File: src/rtl/hs_src_feeder.sv
// hs_src_feeder: sclk-domain feeder for the two-flop handshake synchronizer.
// Buffers producer words in a small circular FIFO and launches them one at a
// time on sready/din, pacing on the synchronizer's sidle status.
module hs_src_feeder #(
  parameter int unsigned WIDTH = 8,
  parameter int unsigned DEPTH = 4
) (
  input  logic                     sclk,
  input  logic                     rst_n,
  input  logic                     in_valid,
  input  logic [WIDTH-1:0]         in_data,
  output logic                     in_ready,
  input  logic                     sidle,
  output logic                     sready,
  output logic [WIDTH-1:0]         din,
  output logic [$clog2(DEPTH):0]   fifo_count,
  output logic                     overflow,
  output logic [15:0]              sent_cnt
);

  localparam int unsigned AW = $clog2(DEPTH);
  localparam int unsigned CW = AW + 1;

  typedef enum logic {L_IDLE, L_WAIT} lstate_t;

  lstate_t        state_q, state_d;
  logic [WIDTH-1:0] mem [DEPTH];
  logic [AW-1:0]  wptr, rptr;
  logic [CW-1:0]  count;
  logic           full;
  logic           push;
  logic           launch;

  assign full       = (count == CW'(DEPTH));
  assign in_ready   = !full;
  assign fifo_count = count;
  assign push       = in_valid && !full;

  // Launch decision: only from idle, only when the synchronizer is idle and
  // the FIFO held a word before this edge (no fall-through of a same-cycle push).
  always_comb begin
    state_d = state_q;
    launch  = 1'b0;
    unique case (state_q)
      L_IDLE: begin
        if (sidle && (count != '0)) begin
          launch  = 1'b1;
          state_d = L_WAIT;
        end
      end
      L_WAIT: begin
        if (!sidle) state_d = L_IDLE;
      end
      default: state_d = L_IDLE;
    endcase
  end

  // Launch FSM state register.
  always_ff @(posedge sclk or negedge rst_n) begin
    if (!rst_n) state_q <= L_IDLE;
    else        state_q <= state_d;
  end

  // FIFO storage; contents are don't-care after reset since count is cleared.
  always_ff @(posedge sclk) begin
    if (push) mem[wptr] <= in_data;
  end

  // FIFO pointers, occupancy and sticky overflow flag.
  always_ff @(posedge sclk or negedge rst_n) begin
    if (!rst_n) begin
      wptr     <= '0;
      rptr     <= '0;
      count    <= '0;
      overflow <= 1'b0;
    end else begin
      if (push)   wptr <= wptr + AW'(1);
      if (launch) rptr <= rptr + AW'(1);
      unique case ({push, launch})
        2'b10:   count <= count + CW'(1);
        2'b01:   count <= count - CW'(1);
        default: count <= count;
      endcase
      if (in_valid && full) overflow <= 1'b1;
    end
  end

  // Registered launch strobe, held launch data and launch counter.
  always_ff @(posedge sclk or negedge rst_n) begin
    if (!rst_n) begin
      sready   <= 1'b0;
      din      <= '0;
      sent_cnt <= '0;
    end else begin
      sready <= launch;
      if (launch) begin
        din      <= mem[rptr];
        sent_cnt <= sent_cnt + 16'd1;
      end
    end
  end

endmodule

File: config.mk
export PLATFORM = sky130hd
export DESIGN_NAME = hs_src_feeder
export DESIGN_NICKNAME = d
export VERILOG_FILES = /design/src/rtl/hs_src_feeder.sv
export SDC_FILE = /design/constraint.sdc
export NUM_CORES = 1
export LEC_CHECK = 0
export ABC_AREA = 1
export CAP_MARGIN = 20
export CELL_PAD_IN_SITES_DETAIL_PLACEMENT = 0
export CELL_PAD_IN_SITES_GLOBAL_PLACEMENT = 1
export CORE_MARGIN = 10
export CORE_UTILIZATION = 42
export DETAILED_ROUTE_END_ITERATION = 16
export PLACE_DENSITY_LB_ADDON = 0.2
export SYNTH_ARGS = -nofsm -noshare
export SYNTH_HDL_FRONTEND = slang
export SYNTH_SLANG_ARGS = --single-unit
File: constraint.sdc
create_clock -name sclk -period 2.4 [get_ports sclk]
set_input_delay 0.48 -clock sclk [delete_from_list [all_inputs] [get_ports sclk]]
set_output_delay 0.48 -clock sclk [all_outputs]
set_load 0.005 [all_outputs]
==> results of run 1 <==
==> cell usage after synthesis <==
library cell / n / area [um^2]
a21oi_1: 2 / 10.0
a21oi_4: 1 / 16.3
a31o_2: 1 / 8.76
buf_2: 2 / 10.0
buf_6: 3 / 33.8
clkbuf_1: 1 / 3.75
dfrtp_1: 34 / 851
edfxtp_1: 32 / 961
fa_1: 1 / 20.0
ha_1: 6 / 75.1
inv_1: 28 / 105
nand2_1: 77 / 289
nand2_2: 3 / 18.8
nand2_4: 1 / 11.3
nand3_1: 7 / 35.0
nand3b_1: 4 / 30.0
nand4_1: 3 / 18.8
nor2_1: 37 / 139
nor2_2: 3 / 18.8
nor2_4: 1 / 11.3
o21ai_0: 19 / 95.1
o22ai_1: 8 / 50.1
xnor2_1: 2 / 17.5
xor2_1: 8 / 70.1
==> path summary, 6_finish.rpt <==
path	from	endpoint	slack (ns)	depth (start not counted)
worst max-delay path	fifo_count[1]	in_ready	0.33	3
worst min-delay path	rst_n	sent_cnt[4]	0.21	1
worst max register to register	fifo_count[1]	fifo_count[2]	0.33	9
worst min register to register	din[7]	din[7]	0.48	2
max in group asynchronous	rst_n	din[4]	1.69	1
min in group sclk	din[7]	din[7]	0.48	2
==> cells in the final DEF (no fill, tap or decap), types with 2 or more instances in the layout <==
cell type,n
inv_1,28
ha_1,6
xnor2_1,2
dfrtp_1,34
o22ai_1,8
inv_6,2
o21ai_0,19
nor2_2,3
nand2_2,3
clkbuf_8,10
nand2_1,77
a21oi_1,2
nand3b_1,4
buf_4,6
edfxtp_1,32
clkdlybuf4s50_1,40
nor2_1,37
nand4_1,3
xor2_1,8
nand3_1,7
==> flip-flops by register name, indices dropped and copies added, names as in the netlist <==
signal	cells
overflow	1
sready	1
sent_cnt	16
fifo_count	3
mem	32
state_q	1
wptr	2
rptr	2
din	8
==> area by class of cell <==
cell class                      count  area, um^2  share of cell area [%]
Clock buffer                       10         138                    3.82
Clock inverter                      6        63.8                    1.77
Inverter                           28         105                    2.92
Multi-Input combinational cell    184         935                    25.9
Sequential cell                    66        1810                    50.3
Tap cell                           80         100                    2.78
Timing Repair Buffer               47         450                    12.5
==> power groups by stage <==
stage | Clock (mW) | Sequential (mW) | Combinational, mW
6_report | 0.951 | 1.70 | 1.31
5_1_grt | 1.02 | 1.74 | 1.49
4_1_cts | 0.967 | 1.70 | 1.34
3_5_place_dp | 0 | 1.72 | 1.34
3_3_place_gp | 0 | 1.72 | 1.31
2_1_floorplan | 0 | 1.68 | 0.794
==> per-layer routing <==
layer,vias to the layer above,routed length [um]
met1,963,2660
li1,1024,-
met5,-,0
met4,0,134
met3,14,334
met2,39,2830
==> worst register-to-register path, cell delays in order, from the launching register on <==
cell and delay [ns]:
dfrtp_1 0.41, nor2_2 0.24, nand2_1 0.12, nand2_2 0.17, ha_1 0.17, inv_1 0.06
fa_1 0.38, a21oi_1 0.14, o21ai_0 0.10, xor2_1 0.15
==> cell families after synthesis <==
group / count (synthesis) / synth area share [%]
buffers and inverters: 34 / 5.27
AO/OA/AOI/OAI: 31 / 6.22
flip-flops: 66 / 62.5
AND/OR/NAND/NOR: 136 / 19.7
XOR/XNOR: 10 / 3.02
adder cells (fa/ha/maj): 7 / 3.28
==> stage by stage <==
stage	hold WS (ns)	std cells	cell area (um^2)
4_1_cts	0.242	421	3600
3_5_place_dp	0.474	405	3400
6_report	0.207	421	3600
2_1_floorplan	0.184	284	2900
5_1_grt	0.272	421	3600
3_3_place_gp	0.466	405	3400
==> impl_metrics.yaml, run 1 <==
sta:
  tightest_slew_ns: 0.790
  skew_ns: 0.00749
  timing.setup.tns_ns: 0
  rsz0062_at_grt: "false"
  fmax_ghz: 0.483
  hold_violations: 0
  setup_viol: 0
  fin_crit_sh_pct: 86.3
  setup_slack_ns: 0.329
  slew_headroom_pct: 47.4
  drv_slew: 0
  finalCriticalPeriod_ns: 2.07
synth:
  synth_fp_nets: 303
  yosysWarningCount: 0
  synth-seq-cells: 66
  syn_avg_cell_area_um2: 10.2
  ys_types: 24
  synth_cells: 284
  seq_area_frac_synth_pct: 62.5
  synth_area_mm2: 0.00290
critical_path:
  crit_chain: "nor2_2 -> nand2_1 -> clkdlybuf4s50_1"
  endpoint_kind: "primary output"
  critPathBufInv: 1
  cp_max_fo: 4
  crit_path_max_incr_delay_ns: 0.47
  cp_slowest_cell: "clkdlybuf4s50_1"
  arrival_ns: 1.59
  cp-start-kind: "flip-flop"
  worst-setup-path-type: "reg -> out"
  crit_required_ns: 1.92
  crit_family: "buffers and inverters"
layout:
  drive_above_1_share_pct: 9.38
  utilization_pct: 53.3
  areaGrowthSynthToFinish_pct: 24.3
  fillerInstances: 624
  antenna_cells: 0
  fin_nets: 355
floorplanning:
  io_pins: 42
  start_util_pct: 42.9
  core.rowCount: 30
  die_height_um: 103
  die_x_um: 103
  core_area_mm2: 0.00676
  die_area_mm2: 0.0106
power_and_ir_drop:
  power.switching_mw: 1.35
  p_per_area_mw_per_mm2: 1100
  vdd_drop_max_uv: 527
  leakage_nw: 1.55
  seqPwrFrac_pct: 42.9
  swShare_pct: 34.2
  p_int_mw: 2.60
  clockPowerShare_pct: 24.1
  power_mw: 3.96
  p_comb_share_pct: 33.0
placed_design:
  place_hpwl_um: 4090
  place_ws_ns: 0.0643
  routabilityCongestion: 0.751
  io_buffers: 41
clock_tree:
  clk_latency_ns: 0.35
  cts_tree: "done"
  htree_levels: 3
  clockRootBuffer: "clkbuf_8"
  path_clk_slew_ns: 0.08
  post_cts_buffers: 0
  clk_path_buf_depth: 2
  cts_buffers: 9
  ctsHoldBuffers: 0
  cts-resized-gates: 0
  cts_num_sinks: 66
routing:
  vias: 2040
  totalWireLength_um: 5960
  ant_nets: 0
  vias_per_cell: 4.85
  drc: 0
  wl_per_cell_um: 14.2
  drt_iter0_drc: 58
  first_pass_iters: 4
global_route:
  first_global_vias: 2019
  antenna_found_initial: 0
  overflow: 0
  grt_pass1_wl_um: 9660
  grt.busiest_layer: "met2"
  met2_usage_pct: 19.7
  grt_max_degree: 35
  grt_usage_pct: 12.0
  grtUsageMet1_pct: 13.7
  grt_use_met3_pct: 3.75
min_path:
  hp-class: "in -> async"
status:
  outcome: "complete, no violations"
job:
  cap_violations: 0
No activity file was read; power rests on OpenSTA's default activity.
==> run 2, diff against run 1 <==
--- a/config.mk
+++ b/config.mk
@@ -11,6 +11,7 @@
 export CELL_PAD_IN_SITES_GLOBAL_PLACEMENT = 1
 export CORE_MARGIN = 10
 export CORE_UTILIZATION = 42
+export CTS_CLUSTER_DIAMETER = 50
 export DETAILED_ROUTE_END_ITERATION = 16
 export PLACE_DENSITY_LB_ADDON = 0.2
 export SYNTH_ARGS = -nofsm -noshare
==> results of run 2 <==
Final layout, timing and power as in run 1 (identical DEF).
